<file path="src/rtl/riscv_pipe_pkg.sv">
// Shared fetch/decode definitions: NOP encoding, default reset PC and the
// layout of one fetch queue slot.
package riscv_pipe_pkg;

    localparam logic [31:0] NOP_INSTR        = 32'h0000_0013;
    localparam logic [31:0] RESET_PC_DEFAULT = 32'h0000_0000;

    typedef struct packed {
        logic [31:0] pc;
        logic [31:0] instr;
        logic        filled;
    } fetch_slot_t;

    function automatic logic [31:0] pc_plus4(input logic [31:0] pc);
        return pc + 32'd4;
    endfunction

endpackage

</file>
<file path="src/rtl/fetch_slot_ring.sv">
// Circular store of in-flight fetches: slots are allocated in request order,
// filled in response order and popped from the head once filled.
module fetch_slot_ring
    import riscv_pipe_pkg::*;
#(
    parameter int DEPTH = 4,
    localparam int PW = $clog2(DEPTH),
    localparam int CW = PW + 1
) (
    input  logic          clk,
    input  logic          rst,
    input  logic          clear,
    input  logic          alloc,
    input  logic [31:0]   alloc_pc,
    input  logic          fill,
    input  logic [31:0]   fill_instr,
    input  logic          pop,
    output logic [31:0]   head_pc,
    output logic [31:0]   head_instr,
    output logic          head_ready,
    output logic [CW-1:0] used,
    output logic [CW-1:0] unfilled
);

    fetch_slot_t   slots_r [DEPTH];
    logic [PW-1:0] head_r, tail_r, fill_r;
    logic [CW-1:0] used_r, unfilled_r;
    logic          alloc_s, fill_s, pop_s;

    // Guard each operation against illegal requests so the counters never wrap.
    always_comb begin
        alloc_s    = alloc && (used_r < CW'(DEPTH));
        fill_s     = fill && (unfilled_r != {CW{1'b0}});
        head_ready = (used_r != {CW{1'b0}}) && slots_r[head_r].filled;
        pop_s      = pop && head_ready;
    end

    // Slot contents, pointers and occupancy counters.
    always_ff @(posedge clk) begin
        if (!rst || clear) begin
            head_r     <= {PW{1'b0}};
            tail_r     <= {PW{1'b0}};
            fill_r     <= {PW{1'b0}};
            used_r     <= {CW{1'b0}};
            unfilled_r <= {CW{1'b0}};
            for (int i = 0; i < DEPTH; i++) begin
                slots_r[i] <= '{pc: 32'h0, instr: NOP_INSTR, filled: 1'b0};
            end
        end else begin
            if (alloc_s) begin
                slots_r[tail_r] <= '{pc: alloc_pc, instr: NOP_INSTR, filled: 1'b0};
                tail_r          <= tail_r + PW'(1'b1);
            end
            // Responses arrive at least a cycle after allocation, so fill_r never equals tail_r here.
            if (fill_s) begin
                slots_r[fill_r].instr  <= fill_instr;
                slots_r[fill_r].filled <= 1'b1;
                fill_r                 <= fill_r + PW'(1'b1);
            end
            if (pop_s) begin
                head_r <= head_r + PW'(1'b1);
            end
            used_r     <= used_r + CW'(alloc_s) - CW'(pop_s);
            unfilled_r <= unfilled_r + CW'(alloc_s) - CW'(fill_s);
        end
    end

    assign head_pc    = slots_r[head_r].pc;
    assign head_instr = slots_r[head_r].instr;
    assign used       = used_r;
    assign unfilled   = unfilled_r;

endmodule

</file>
<file path="src/rtl/fetch_queue.sv">
// Decoupled instruction fetch: issues PC requests, buffers responses in a
// slot ring and feeds the decode register; execute redirects flush it all.
module fetch_queue
    import riscv_pipe_pkg::*;
#(
    parameter int          DEPTH    = 4,
    parameter logic [31:0] RESET_PC = RESET_PC_DEFAULT
) (
    input  logic        clk,
    input  logic        rst,
    input  logic        PCSrcE,
    input  logic [31:0] PCTargetE,
    input  logic        StallD,
    output logic        imem_req_valid,
    output logic [31:0] imem_req_addr,
    input  logic        imem_req_ready,
    input  logic        imem_resp_valid,
    input  logic [31:0] imem_resp_data,
    output logic [31:0] InstrD,
    output logic [31:0] PCD,
    output logic [31:0] PCPlus4D,
    output logic        ValidD
);

    localparam int PW = $clog2(DEPTH);
    localparam int CW = PW + 1;

    logic [31:0]   pc_r, instr_d_r, pc_d_r, pc_plus4_d_r;
    logic          valid_d_r;
    logic [CW-1:0] discard_r;
    logic [CW-1:0] used_s, unfilled_s;
    logic [CW:0]   outstanding_s, flush_discard_s;
    logic [31:0]   head_pc_s, head_instr_s;
    logic          head_ready_s, req_valid_s, accept_s, drop_s, fill_s, load_s;

    fetch_slot_ring #(.DEPTH(DEPTH)) u_ring (
        .clk        (clk),
        .rst        (rst),
        .clear      (PCSrcE),
        .alloc      (accept_s),
        .alloc_pc   (pc_r),
        .fill       (fill_s),
        .fill_instr (imem_resp_data),
        .pop        (load_s),
        .head_pc    (head_pc_s),
        .head_instr (head_instr_s),
        .head_ready (head_ready_s),
        .used       (used_s),
        .unfilled   (unfilled_s)
    );

    // Request gating, response routing and decode-load decision.
    always_comb begin
        outstanding_s = {1'b0, discard_r} + {1'b0, unfilled_s};
        req_valid_s   = rst && !PCSrcE && (used_s < CW'(DEPTH))
                        && (outstanding_s < (CW+1)'(DEPTH));
        accept_s      = req_valid_s && imem_req_ready;
        drop_s        = 1'b0;
        fill_s        = 1'b0;
        if (imem_resp_valid && (discard_r != {CW{1'b0}})) begin
            drop_s = 1'b1;
        end else if (imem_resp_valid && (unfilled_s != {CW{1'b0}})) begin
            fill_s = 1'b1;
        end else begin
            drop_s = 1'b0;
            fill_s = 1'b0;
        end
        // Everything still owed by memory becomes stale; a response arriving now is one of them.
        flush_discard_s = outstanding_s
                          - (CW+1)'(imem_resp_valid && (outstanding_s != {(CW+1){1'b0}}));
        load_s = !PCSrcE && head_ready_s && (!StallD || !valid_d_r);
    end

    // Fetch PC and count of stale responses to discard.
    always_ff @(posedge clk) begin
        if (!rst) begin
            pc_r      <= RESET_PC;
            discard_r <= {CW{1'b0}};
        end else if (PCSrcE) begin
            pc_r      <= {PCTargetE[31:2], 2'b00};
            discard_r <= flush_discard_s[CW-1:0];
        end else begin
            if (accept_s) begin
                pc_r <= pc_plus4(pc_r);
            end
            if (drop_s) begin
                discard_r <= discard_r - CW'(1'b1);
            end
        end
    end

    // Decode register: flush, load from head, bubble, or hold under stall.
    always_ff @(posedge clk) begin
        if (!rst) begin
            valid_d_r    <= 1'b0;
            instr_d_r    <= NOP_INSTR;
            pc_d_r       <= 32'h0;
            pc_plus4_d_r <= 32'h0;
        end else if (PCSrcE) begin
            valid_d_r <= 1'b0;
            instr_d_r <= NOP_INSTR;
        end else if (load_s) begin
            valid_d_r    <= 1'b1;
            instr_d_r    <= head_instr_s;
            pc_d_r       <= head_pc_s;
            pc_plus4_d_r <= pc_plus4(head_pc_s);
        end else if (!StallD) begin
            valid_d_r <= 1'b0;
            instr_d_r <= NOP_INSTR;
        end
    end

    assign imem_req_valid = req_valid_s;
    assign imem_req_addr  = pc_r;
    assign InstrD         = instr_d_r;
    assign PCD            = pc_d_r;
    assign PCPlus4D       = pc_plus4_d_r;
    assign ValidD         = valid_d_r;

endmodule

</file>
<file path="config.mk">
export PLATFORM = sky130hd
export DESIGN_NAME = fetch_queue
export DESIGN_NICKNAME = d
export VERILOG_FILES = /design/src/rtl/riscv_pipe_pkg.sv /design/src/rtl/fetch_slot_ring.sv /design/src/rtl/fetch_queue.sv
export SDC_FILE = /design/constraint.sdc
export NUM_CORES = 1
export LEC_CHECK = 0
export ABC_AREA = 1
export CORE_MARGIN = 4
export CORE_UTILIZATION = 52
export CTS_CLUSTER_SIZE = 20
export DETAILED_ROUTE_END_ITERATION = 8
export PLACE_DENSITY = 0.74
export REMOVE_ABC_BUFFERS = 1
export SLEW_MARGIN = 40
export SYNTH_ARGS = -nofsm -noshare
export SYNTH_HDL_FRONTEND = slang
export SYNTH_SLANG_ARGS = --single-unit
</file>
<file path="constraint.sdc">
create_clock -name clk -period 4.4 [get_ports clk]
set_clock_uncertainty 0.15 [all_clocks]
set_input_delay 0.88 -clock clk [delete_from_list [all_inputs] [get_ports clk]]
set_output_delay 0.88 -clock clk [all_outputs]
set_load 0.02 [all_outputs]
</file>
==> flow_summary.yaml <==
status:
  outcome: "finished, final reports clean"
setup_path:
  path_cells: "ha_1, fa_1, xor2_1, a211oi_1, nand2_1, inv_1, clkdlybuf4s50_1"
  r2r_cells: 10
  slowest_delay_ns: 0.59
  startpoint_type: "flip-flop"
  ff2ff_setup_slack_ns: 0.97
  crit_path_top_delay_cell: "clkdlybuf4s50_1"
  reg2reg_to: "u_ring.slots_r[0][64]$_SDFFCE_PN0P_"
  crit_type: "reg2out"
  cp_data_arrival_time_ns: 2.86
  r2r-start: "discard_r[0]$_SDFFE_PN0P_"
  worst-endpoint-required_ns: 3.37
  worstSetupEndpointType: "output pin"
  cp_max_fo: 3
routing:
  drcViolationCount: 0
  wl_per_cell_um: 17.0
  avgViaCountPerCell: 5.34
  totalWireLength_mm: 46.6
  dr.pass1.iters: 5
  postRouteAntennaNets: 0
  dr_total_vias: 14698
  detail_route.iter0.violations: 1161
clock_tree:
  cts-hold-fix-buffers: 0
  cts_tree: "done"
  clock_latency_ns: 0.53
  cts_buffers: 41
  cts_buffer_depth: 3
  htreeDepth: 2
  cts-root-buf: "clkbuf_16"
  path_clk_slew_ns: 0.06
  post_cts_buffers: 0
  cts.sinks: 392
  postCtsResizedCells: 0
timing:
  min_period_ns: 3.89
  max_freq_ghz: 0.257
  rsz0062_at_grt: "false"
  min_period_over_period_pct: 88.3
  tightest_slew_ns: 0.835
  hold_ws_ns: 0.301
  hold_viol_final: 0
  max-slew-margin-rel_pct: 44.3
  drv_slew: 0
  setup_viol: 0
yosys:
  avgSynthCellArea_um2: 8.61
  synth.area.top_cells: "edfxtp_1 41%, dfxtp_1 16%, nand2_1 9.8%, nor2_1 8.6%, o21ai_0 4.0%"
  syn_inst: 2112
  synth_most_common_cell: "nand2_1"
  yosysTopAreaCell: "edfxtp_1"
  synth_warnings: 0
  ys_async_sr_fraction_pct: 0
  yosys-top-cells-count: "474 x nand2_1, 419 x nor2_1, 248 x edfxtp_1"
  synth_edf_count: 248
  mappedNetlistArea_um2: 18200
  synth.top_cell.area_share_pct: 40.9
  synth-main-ff-cell: "edfxtp_1"
  yosysSeqAreaShare_pct: 56.8
  synth.distinct_cells: 51
  ys_ff_latch: 392
placed_design:
  place_inst: 2675
  gp_congestion: 0.885
  dp_hpwl_mm: 29.2
  io_buffers: 191
worst_hold_path:
  hold_depth: 2
  whs_endpoint: "u_ring.slots_r[3][0]$_SDFFE_PP1P_"
  hp-class: "reg2reg"
  min_from: "u_ring.slots_r[3][0]$_SDFFE_PP1P_"
grt:
  grt_antenna_before_repair: 0
  grt_pass1_wl_mm: 74.1
  grt_max_degree: 109
  globalRouteTotalUtil_pct: 23.7
  grt_pass1_vias: 14350
  grt-ovfl-total: 0
power_and_ir_drop:
  powerDensity_nw_per_um2: 376
  power_leakage_nw: 8.63
  peakVddDrop_mv: 0.257
job:
  cap_violations: 0
final_layout:
  fillers: 2924
  antenna_cells: 0
  final_cell_count_no_fill: 2750
  layout-drive-gt1-share_pct: 6.49
  area_delta_synth_final_pct: 19.2
  nNetsFinal: 2353
die:
  die_w_um: 195
  ios: 200
  core-area_um2: 34500
  start_util_pct: 52.7
  dieArea_um2: 38000
  fp-row-count: 68
  dieHeight_um: 195
[metrics by stage]
stage,setup slack [ns],power [mW],TNS [ns],cell area (um^2),util [%]
2_1_floorplan,-1.41,4.49,-296.63,17600,-
3_3_place_gp,0.547,4.73,0,20300,58.8
3_5_place_dp,0.825,4.75,0,20300,58.8
4_1_cts,0.494,8.19,0,21700,62.7
5_1_grt,0.400,8.43,0,21700,62.7
6_report,0.515,8.14,0,21700,62.7
[sequential cells by signal (all words and copies together), names as in the netlist, named ones only]
signal,flops
InstrD,32
PCD,30
ValidD,1
u_ring.unfilled,3
u_ring.used,3
PCPlus4D,30
imem_req_addr,30
u_ring.head_r,2
u_ring.fill_r,2
discard_r,3
u_ring.tail_r,2
u_ring.slots_r,252
[kinds of logic (layout without fill, tap and decap cells)]
family / Yosys count / after routing / share of synthesized area, %
AOI/OAI and AO/OA: 303 / 303 / 9.16
xor gates and xnor gates: 24 / 24 / 1.16
adders and majority gates: 20 / 20 / 1.50
buffers and inverters: 312 / 490 / 7.50
DFF: 392 / 392 / 56.8
other: 1 / 6 / 0.0206
and+or+nand+nor: 1060 / 1060 / 23.9
[layout make-up]
| cell class | instances | area [um^2] | share of cell area [%] |
|---|---|---|---|
| clock inverter | 17 | 229 | 1.06 |
| timing repair buffer | 223 | 2160 | 9.96 |
| multi-input combinational | 1413 | 6530 | 30.1 |
| sequential | 392 | 10300 | 47.7 |
| inverter | 192 | 728 | 3.36 |
| clock buffer | 58 | 1120 | 5.17 |
| tap | 455 | 569 | 2.63 |
[metal layers]
layer | wire length [um] | share of wire [%] | track usage [%]
met1 | 20300 | 43 | 33.1
met2 | 21900 | 47 | 38.9
met3 | 3580 | 7.7 | 4.30
met4 | 861 | 1.8 | 5.74
met5 | 0 | 0 | 0
[power by group]
part | switching (mW) | total (mW) | internal [mW]
clock | 1.38 | 3.46 | 2.08
sequential | 0.0662 | 4.13 | 4.06
combinational | 0.368 | 0.552 | 0.183
total | 1.82 | 8.14 | 6.33
[worst max path at each step]
| stage | startpoint | end | slack, ns | depth (start not counted) |
|---|---|---|---|---|
| 2_1_floorplan | flip-flop | InstrD[10]$_SDFFE_PP0P_ | -1.41 | 9 |
| 3_3_place_gp | PCSrcE | InstrD[20]$_SDFFE_PP0P_ | 0.55 | 9 |
| 3_5_place_dp | PCSrcE | u_ring.slots_r[0][64]$_SDFFCE_PN0P_ | 0.83 | 10 |
| 4_1_cts | discard_r[0]$_SDFFE_PN0P_ | imem_req_valid | 0.49 | 7 |
| 5_1_grt | discard_r[0]$_SDFFE_PN0P_ | imem_req_valid | 0.40 | 7 |
| 6_report | discard_r[0]$_SDFFE_PN0P_ | imem_req_valid | 0.51 | 7 |
[layout by cell type, fill, tap and decap left out, drive strengths merged, types with 10 or more instances in the layout]
master         synthesis  routed
nor2                 437     437
edfxtp               248     248
a31oi                 13      13
clkinv                 0      11
nand3                103     103
clkdlybuf4s50          0     190
buf                   70      33
o21ai                152     152
xor2                  23      23
nand4                 10      10
nor3                  12      12
ha                    17      17
clkbuf                50      58
a21oi                 81      81
dfxtp                144     144
nand2                487     487
inv                  192     192
o22ai                 29      29
[worst max-delay path, delay by kind of cell, from the launching register on]
kind	cells	cell delay [ns]
adders and majority gates	2	0.60
xor gates and xnor gates	1	0.17
buffers and inverters	2	0.67
AOI/OAI and AO/OA	1	0.41
DFF	1	0.34
and+or+nand+nor	1	0.14
Power figures use the tool's default switching activity.
